`src/rtl/reg_wb_queue.sv`:
```
// Dual-port write-back queue feeding the GR file in program order, with a pending-write mask.
// Latency: enqueue at edge N, on the write port in cycle N+1; backpressure: in_ready drops when fewer than two slots are free.
`ifndef GRLEN
`define GRLEN 32
`endif

module reg_wb_queue #(
    parameter int DEPTH = 8
) (
    input  logic              clk,
    input  logic              rst,
    input  logic              in0_valid,
    input  logic [4:0]        in0_addr,
    input  logic [`GRLEN-1:0] in0_data,
    input  logic              in1_valid,
    input  logic [4:0]        in1_addr,
    input  logic [`GRLEN-1:0] in1_data,
    output logic              in_ready,
    output logic [4:0]        waddr1,
    output logic              wen1,
    output logic [`GRLEN-1:0] wdata1,
    output logic [4:0]        waddr2,
    output logic              wen2,
    output logic [`GRLEN-1:0] wdata2,
    output logic [31:0]       busy_mask,
    output logic              empty
);

    localparam int PW = $clog2(DEPTH);

    typedef struct packed {
        logic [4:0]        addr;
        logic [`GRLEN-1:0] data;
    } entry_t;

    entry_t        mem_q [DEPTH];
    logic [PW-1:0] head_q, head_d;
    logic [PW-1:0] tail_q, tail_d;
    logic [PW:0]   count_q, count_d;

    logic [PW-1:0] head_nx;
    logic [PW-1:0] tail_nx;
    logic          keep0, keep1;
    logic          wr0_en, wr1_en;
    entry_t        wr0_ent, wr1_ent;
    entry_t        ent0, ent1;
    logic          pair, same;
    logic [1:0]    enq_cnt, deq_cnt;

    assign in_ready = (count_q <= (PW+1)'(DEPTH - 2));
    assign empty    = (count_q == '0);

    // Writes to r0 are architecturally void, so they never occupy a slot.
    assign keep0 = in0_valid && (in0_addr != 5'd0);
    assign keep1 = in1_valid && (in1_addr != 5'd0);

    assign tail_nx = tail_q + PW'(1);
    assign head_nx = head_q + PW'(1);

    always_comb begin
        wr0_en  = 1'b0;
        wr1_en  = 1'b0;
        wr0_ent = '{addr: in0_addr, data: in0_data};
        wr1_ent = '{addr: in1_addr, data: in1_data};
        if (in_ready) begin
            if (keep0) begin
                wr0_en = 1'b1;
                wr1_en = keep1;
            end else if (keep1) begin
                wr0_en  = 1'b1;
                wr0_ent = '{addr: in1_addr, data: in1_data};
            end
        end
        enq_cnt = {1'b0, wr0_en} + {1'b0, wr1_en};
    end

    assign ent0 = mem_q[head_q];
    assign ent1 = mem_q[head_nx];
    assign pair = (count_q >= (PW+1)'(2));
    // The younger write wins a same-register pair, so the older one is squashed.
    assign same = pair && (ent0.addr == ent1.addr);

    always_comb begin
        deq_cnt = 2'd0;
        if (pair) begin
            deq_cnt = 2'd2;
        end else if (count_q == (PW+1)'(1)) begin
            deq_cnt = 2'd1;
        end
    end

    // Reset gates the enables so entries discarded by a reset are never written.
    assign wen1   = !rst && (count_q != '0) && !same;
    assign waddr1 = ent0.addr;
    assign wdata1 = ent0.data;
    assign wen2   = !rst && pair;
    assign waddr2 = ent1.addr;
    assign wdata2 = ent1.data;

    always_comb begin
        head_d  = head_q + PW'(deq_cnt);
        tail_d  = tail_q + PW'(enq_cnt);
        count_d = count_q + {{(PW-1){1'b0}}, enq_cnt} - {{(PW-1){1'b0}}, deq_cnt};
    end

    always_ff @(posedge clk) begin
        if (rst) begin
            head_q  <= '0;
            tail_q  <= '0;
            count_q <= '0;
        end else begin
            head_q  <= head_d;
            tail_q  <= tail_d;
            count_q <= count_d;
        end
    end

    always_ff @(posedge clk) begin
        if (!rst) begin
            if (wr0_en) begin
                mem_q[tail_q] <= wr0_ent;
            end
            if (wr1_en) begin
                mem_q[tail_nx] <= wr1_ent;
            end
        end
    end

    // A slot is live when its distance from head is below count.
    always_comb begin
        logic [PW-1:0] off;
        busy_mask = '0;
        for (int i = 0; i < DEPTH; i++) begin
            off = PW'(i) - head_q;
            if ({1'b0, off} < count_q) begin
                busy_mask[mem_q[i].addr] = 1'b1;
            end
        end
        busy_mask[0] = 1'b0;
    end

endmodule

```
`config.mk`:
```
export PLATFORM = sky130hd
export DESIGN_NAME = reg_wb_queue
export DESIGN_NICKNAME = d
export VERILOG_FILES = /design/src/rtl/reg_wb_queue.sv
export SDC_FILE = /design/constraint.sdc
export NUM_CORES = 1
export LEC_CHECK = 0
export CORE_ASPECT_RATIO = 0.7
export CORE_MARGIN = 4
export CORE_UTILIZATION = 64
export DETAILED_ROUTE_END_ITERATION = 8
export PLACE_DENSITY = 0.87
export RECOVER_POWER = 50
export SETUP_SLACK_MARGIN = 0.2
export SKIP_LAST_GASP = 1
export SYNTH_ARGS = -nofsm -noshare
export SYNTH_HDL_FRONTEND = slang
export SYNTH_SLANG_ARGS = --single-unit
```
`constraint.sdc`:
```
create_clock -name clk -period 8.7 [get_ports clk]
set_clock_uncertainty 0.1 [all_clocks]
set_input_delay 1.305 -clock clk [delete_from_list [all_inputs] [get_ports clk]]
set_output_delay 1.305 -clock clk [all_outputs]
set_load 0.01 [all_outputs]
```
After elaboration in Yosys (flattened, before gate mapping) --
Memory sizes are Yosys's and may differ from the RTL's. A register that Yosys moved wholly into a read port is not among the register bits. Cells that the tools add are included.
Word-level totals: memories kept 1, memory bits (writable) 296, input port bits 78, logic and storage cells 115, register bits after elaboration 10, output and inout bits 110
Memory list:
- mem_q | depth 8, width 37, rd ports 10, clocked after memory_dff 1, write ports 2, RTL line 36 | entry_t mem_q [DEPTH];
Operators by class: $add $sub $neg 15, multiplexer cells 41, bitwise gates (word level) 7, magnitude comparators 26, reductions and logical operators 20, equality and inequality tests 2
Operator list (number):
- two-way mux 32 bit | 8
- bitwise OR 32 bit | 7
- two-way mux 37 bit | 3
- less-than comparator 5 x 6 -> 1 bit (second input constant) | 8
- demux 1 bit (select 5 bit) | 8
- >= comparator 5 x 1 -> 1 bit (second input constant) | 8
- less-than comparator 3 x 4 -> 1 bit | 8
- two-way mux 1 bit | 20
- logical AND 1 bit | 14
- subtractor 3 bit (first input constant) | 4
- nonzero test 5 bit | 2
- adder 3 x 1 -> 3 bit (second input constant) | 2
- adder 3 x 2 -> 3 bit | 2
- subtractor 1 x 3 -> 3 bit (first input constant) | 2
- subtractor 2 x 3 -> 3 bit (first input constant) | 2
- == test 5 bit | 1
- adder 4 x 2 -> 4 bit | 1
- == test 4 x 1 -> 1 bit (second input constant) | 1
- >= comparator 4 x 2 -> 1 bit (second input constant) | 1
- less-or-equal comparator 4 x 3 -> 1 bit (second input constant) | 1
- zero test 4 bit | 1
- nonzero test 4 bit | 1
- subtractor 4 x 2 -> 4 bit | 1
- two-way mux 3 bit | 1
- other kinds (3) | 4

Depth between registers and ports, before layout --
Gate-level depths: netlist of the first run. An unclocked memory read counts as a cell.
depth after elaboration 20, depth in mapped cells 16, depth with buffers taken out 14

Least setup slack after synthesis of the first run --
No wires, ideal clock.
kind in2reg, from input in0_addr[2], to memory mem_q[1][0] in the netlist's numbering (enable), data required time 8.110 ns, path slack 3.282 ns, path buffers 1, cell stages on the path 6, arrival 4.829 ns, path through or4_1 > o21ai_2 > buf_12 > a21oi_1 > nand2_1 > o32ai_1
RTL lines:
- start, declared | RTL line 13 | input logic [4:0] in0_addr,
- end, declared | RTL line 36

==> results_dict.tcl, run 1 <==
set metrics [dict create \
    status "finished, violations left" \
    violations "max-capacitance violations, max-slew violations" \
    irDropWorstVdd_mv 0.251 \
    hold_class "reg -> reg" \
    drc 0 \
    powerDensity_mw_per_mm2 314 \
    antenna_left 0 \
    synth_cell_type_count 51 \
    worstMarginPinSlew_ns 4.40 \
    cts_root_buffer "clkbuf_16" \
    synth_top_area_share 0.411 \
    synth_compound_area_frac 0.0568 \
    dp_cells 2103 \
    drt-vias-per-instance 7.46 \
    yosysSeqAreaShare 0.420 \
    netlist_instances 1571 \
    yosysMostFrequentCell "edfxtp_1" \
    nNetsFinal 1807 \
    synthAdderAreaFrac 0.0182 \
    rows 56 \
    crit_top_cell "nand2_1" \
    rsz0062_at_grt "no" \
    antenna_found_initial 4 \
    fin_crit_ns 7.52 \
    combPwrFrac 0.555 \
    synth_top_family_by_area "multiplexers" \
    path_class "reg -> out" \
    yosysTopAreaCell "edfxtp_1" \
    yosysWarningCount 0 \
    cap_violations 13 \
    required_ns 7.30 \
    gp_congestion 1.05 \
    worstPathMaxFanout 64 \
    internal_power_mw 4.41 \
    max_stage_delay_ns 3.15 \
    die_h_um 162 \
    vias 16100 \
    grt_max_degree 69 \
    layout-drive-gt1-share 0.179 \
    ys_top_cells_by_count "296 x edfxtp_1, 241 x mux2_4, 231 x nand2_1" \
    fin_cells 2160 \
    period_share 0.864 \
    die_area_mm2 0.0369 \
    clkPwrFrac 0.171 \
    grt-busiest-layer "met2" \
    hold_buffers 0 \
    synth-main-ff-cell "edfxtp_1" \
    post_drt_wl_per_cell_um 31.9 \
    synth_edf_count 296 \
    met3_usage 0.0940 \
    relSlewSlack -1.94 \
    muxShareOfSynthArea 0.352 \
    final-setup-viol-count 0 \
    grt_pass1_vias 16100 \
    first_pass_iters 7 \
    met1_usage 0.492 \
    synth.area.top_cells "edfxtp_1 41%, mux2_4 17%, mux4_2 15%" \
    die_w_um 228 \
    synth-seq-cells 306 \
    p_seq_frac 0.274 \
    io_buffers 186 \
    synth-xor-area-share 0.00526 \
    leakagePower_nw 7.85 \
    fin_setup_tns_ns 0 \
    cts_buffers 30 \
    slowest_stage "clkbuf_1" \
    grt_usage 0.359 \
    grt_pass1_wl_mm 101 \
    worstPathCellList "clkbuf_1 -> mux4_2 -> nand2_1 -> nand2_1 -> clkdlybuf4s50_1" \
    syn-num-nets 1678 \
    use_met2 0.560 \
    globalRoute.totalOverflow 0 \
    syn_area_per_cell_um2 13.8 \
    critPathLaunchType "flop" \
    critPathCaptureType "primary output" \
    swShare 0.400 \
    syn-cell-area_mm2 0.0216 \
    cts_repair_resize_count 0 \
    cts_tree "built" \
    whs_ns 0.539 \
    post_cts_buffers 0 \
    wl_mm 68.8 \
    clk_pin_slew_ns 0.07 \
    htree_levels 1 \
    dp_hpwl_mm 42.3 \
    hold_viol_final 0 \
    cts.sinks 306 \
    drv_slew 502 \
    arrival_ns 6.11 \
    cts.path.max_buffers 3 \
    async_reset_ff_frac 0 \
    synthSimpleGateAreaFrac 0.102 \
    clock_latency_ns 0.58 \
    drtIter0Drc 2577 \
    p_switching_mw 2.94 \
    area_growth_syn_to_layout_pct 8.47 \
    initial_core_util 0.647 \
    core_area_mm2 0.0334 \
    pin_count 188 \
    fmax_mhz 133 \
]
[per-stage QoR]
| step | power, mW | worst slack, ns | area [um^2] | utilization |
|---|---|---|---|---|
| 3_5_place_dp | 6.15 | 2.64 | 23500 | 0.703 |
| 6_report | 7.36 | 1.18 | 23500 | 0.702 |
| 4_1_cts | 7.43 | 2.04 | 24400 | 0.731 |
| 2_1_floorplan | 4.61 | 3.28 | 21600 | - |
| 5_1_grt | 7.63 | 1.08 | 23500 | 0.702 |
| 3_3_place_gp | 6.04 | 2.74 | 23500 | 0.703 |
[power by group through the flow]
stage	clock network (mW)	registers (mW)	logic (mW)
3_5_place_dp	0	2.03	4.12
6_report	1.26	2.02	4.08
5_1_grt	1.32	2.03	4.29
4_1_cts	1.26	2.00	4.17
3_3_place_gp	0	2.01	4.03
2_1_floorplan	0	1.94	2.67
[sequential cells by signal, summed over array words and instances, names as in the netlist]
name     count
mem_q      296
tail_q       3
count_q      4
head_q       3
[worst max-delay path, delay by kind of cell, from the launching register on]
| kind | cells | cell delay (ns) |
|---|---|---|
| multiplexers | 1 | 0.77 |
| AND/OR/NAND/NOR | 2 | 0.28 |
| buffers and inverters | 2 | 3.73 |
| flip-flops | 1 | 0.73 |
[final cells by class]
class,count,area (um^2)
diodes,4,10.0
clock buffers,40,820
clock inverters,13,103
fillers,2286,9960
inverters,26,97.6
multi-input cells,1122,10800
flip-flops and latches,306,9090
well taps,435,544
repair buffers,214,2020
[kinds of logic (layout without fill, tap and decap cells)]
logic type	Yosys count	after routing
and+or+nand+nor	449	449
AOI/OAI and AO/OA	178	178
xor gates and xnor gates	13	13
buffers and inverters	143	293
other	1	5
DFF	306	306
muxes	452	452
adders and majority gates	29	29
[path summary, 6_finish.rpt]
| path | start | end | slack, ns | cells past startpoint |
|---|---|---|---|---|
| hold / removal | head_q[2]$_SDFF_PP0_ | head_q[2]$_SDFF_PP0_ | 0.54 | 2 |
| hold reg to reg | head_q[2]$_SDFF_PP0_ | head_q[2]$_SDFF_PP0_ | 0.54 | 2 |
| setup / recovery | head_q[1]$_SDFF_PP0_ | wdata1[1] | 1.18 | 5 |
| setup reg to reg | count_q[3]$_SDFF_PP0_ | mem_q[5][16]$_DFFE_PP_ | 2.04 | 9 |
[layout by cell type (no fill, tap or decap), types with 15 or more instances in the layout]
master	Yosys	layout
nand2_1	231	231
buf_4	4	15
clkdlybuf4s50_1	0	178
nand3b_1	32	32
edfxtp_1	296	296
or3_1	37	37
o21ai_0	20	24
ha_1	25	24
mux2_2	61	61
clkbuf_16	0	31
mux4_2	144	144
inv_1	25	25
clkbuf_1	40	21
mux2_1	0	228
or4_1	26	26
o22ai_1	93	88
nor2_1	59	60
[per-layer routing]
| layer | vias to the layer above | routed length (um) |
|---|---|---|
| li1 | 6464 | - |
| met1 | 7964 | 24900 |
| met2 | 1445 | 31100 |
| met3 | 248 | 9780 |
| met4 | 0 | 3050 |
| met5 | - | 0 |
Power figures use the tool's default switching activity.
==> run 2, diff against run 1 <==
- clock period: 8.7 -> 9.7 ns (I/O delays scaled with it)
==> run 2 against run 1 <==
  * The run ends with design-rule violations, max-capacitance violations, max-slew violations left
  * Non-clock buffer count is the same
  * Cell count barely moved
  * Critical path depth grew 5
  * Via count increased by 0.60%
  * Global-route usage increased by 0.31 points
  * Combinational power fell by 10%
  * Sequential share of layout area hardly changed
  * Design area is essentially flat
  * Critical path type unchanged
  * Largest power group unchanged
==> results_dict.tcl, run 2 (same netlist as run 1, synthesis figures left out) <==
set metrics [dict create \
    status "finished, violations left" \
    violations "design-rule violations, max-capacitance violations, max-slew violations" \
    initial_core_util 0.647 \
    io_buffers 186 \
    drc 2 \
    final_cell_mix "296 x edfxtp_1, 231 x nand2_1, 231 x mux2_1" \
    layout-drive-gt1-share 0.177 \
    worstPathMaxFanout 46 \
    worstMarginPinSlew_ns 3.41 \
    regArea_mm2 0.00909 \
    top_register "mem_q" \
    htree_levels 1 \
    period_share 0.832 \
    required_ns 8.15 \
    relSlewSlack -1.27 \
    final-setup-viol-count 0 \
    multi_input_area_mm2 0.0108 \
    rows 56 \
    dp_hpwl_mm 42.8 \
    clock_latency_ns 0.58 \
    critPathLaunchType "flop" \
    grt_max_degree 68 \
    leakagePower_nw 7.85 \
    cts_buffers 30 \
    post_drt_wl_per_cell_um 32.0 \
    power_mw 6.60 \
    reg_top3 "mem_q x296, count_q x4" \
    first_pass_iters 9 \
    utilization 0.702 \
    cap_violations 14 \
    cts_tree "built" \
    post_cts_buffers 0 \
    grt_usage 0.362 \
    core_area_mm2 0.0334 \
    hold_viol_final 0 \
    powerDensity_mw_per_mm2 281 \
    cts_repair_resize_count 0 \
    drv_slew 482 \
    rsz0062_at_grt "no" \
    cts.sinks 306 \
    wl_mm 69.2 \
    grt_pass1_vias 16500 \
    die_w_um 228 \
    fin_crit_ns 8.07 \
    cts_root_buffer "clkbuf_16" \
    final_common_cell "edfxtp_1" \
    hold_buffers 0 \
    drtIter0Drc 2424 \
    cts.path.max_buffers 3 \
    irDropWorstVdd_mv 0.278 \
    arrival_ns 6.52 \
    area_growth_syn_to_layout_pct 8.47 \
    critPathCaptureType "primary output" \
    nFillCells 2328 \
    die_h_um 162 \
    die_area_mm2 0.0369 \
    grt_pass1_wl_mm 102 \
    drt-vias-per-instance 7.50 \
    clk_pin_slew_ns 0.07 \
    gp_congestion 1.05 \
    nNetsFinal 1807 \
    fmax_mhz 124 \
    vias 16200 \
    hold_class "reg -> reg" \
    antenna_left 0 \
    globalRoute.totalOverflow 0 \
    fin_setup_tns_ns 0 \
    antenna_found_initial 2 \
    path_class "reg -> out" \
    pin_count 188 \
    largest_register_ffs 296 \
]
run 2: power breakdown:
group,internal [mW],switching (mW),leakage [nW]
sequential,1.66,0.142,2.76
clock,0.608,0.522,0.447
combinational,1.65,2.01,4.64
total,3.92,2.68,7.85
run 2: critical path, stage by stage, from the launching register on:
cell	delay (ns)
dfxtp_1	1.49
inv_1	0.54
ha_4	1.01
inv_1	0.10
ha_1	0.30
a21o_1	0.14
a21oi_2	0.22
o211ai_1	0.86
o22ai_1	0.15
or4_1	0.58
clkdlybuf4s50_1	0.50
run 2: final timing paths:
check / start / end / slack, ns / cells after the start
setup / recovery: head_q[0]$_SDFF_PP0_ / busy_mask[3] / 1.63 / 10
hold / removal: head_q[2]$_SDFF_PP0_ / head_q[2]$_SDFF_PP0_ / 0.58 / 2
setup reg to reg: count_q[3]$_SDFF_PP0_ / mem_q[5][31]$_DFFE_PP_ / 3.05 / 9
hold reg to reg: head_q[2]$_SDFF_PP0_ / head_q[2]$_SDFF_PP0_ / 0.58 / 2
run 2: layout make-up:
cell class | count | share of cell area
multi-input combinational | 1122 | 0.459
sequential | 306 | 0.388
timing repair buffer | 214 | 0.0864
clock buffer | 42 | 0.0361
tap | 435 | 0.0232
inverter | 26 | 0.00416
clock inverter | 14 | 0.00304
antenna | 2 | 0.000213
run 2: metrics by stage:
stage	instance area (um^2)	std cells	hold slack, ns	worst slack [ns]
finish	23500	2161	0.575	1.63
global route	23500	2161	0.581	1.30
CTS	24400	2159	0.574	2.85
detailed placement	23500	2103	0.562	3.46
global placement	23500	2103	0.507	3.58
floorplan	21600	1571	0.518	4.13
run 2: layer usage:
metal / vias to the layer above / wire (um) / GRT usage
li1: 6451 / - / -
met5: - / 0 / 0.00911
met1: 8026 / 25200 / 0.492
met4: 0 / 3080 / 0.131
met3: 277 / 9440 / 0.0926
met2: 1464 / 31500 / 0.575
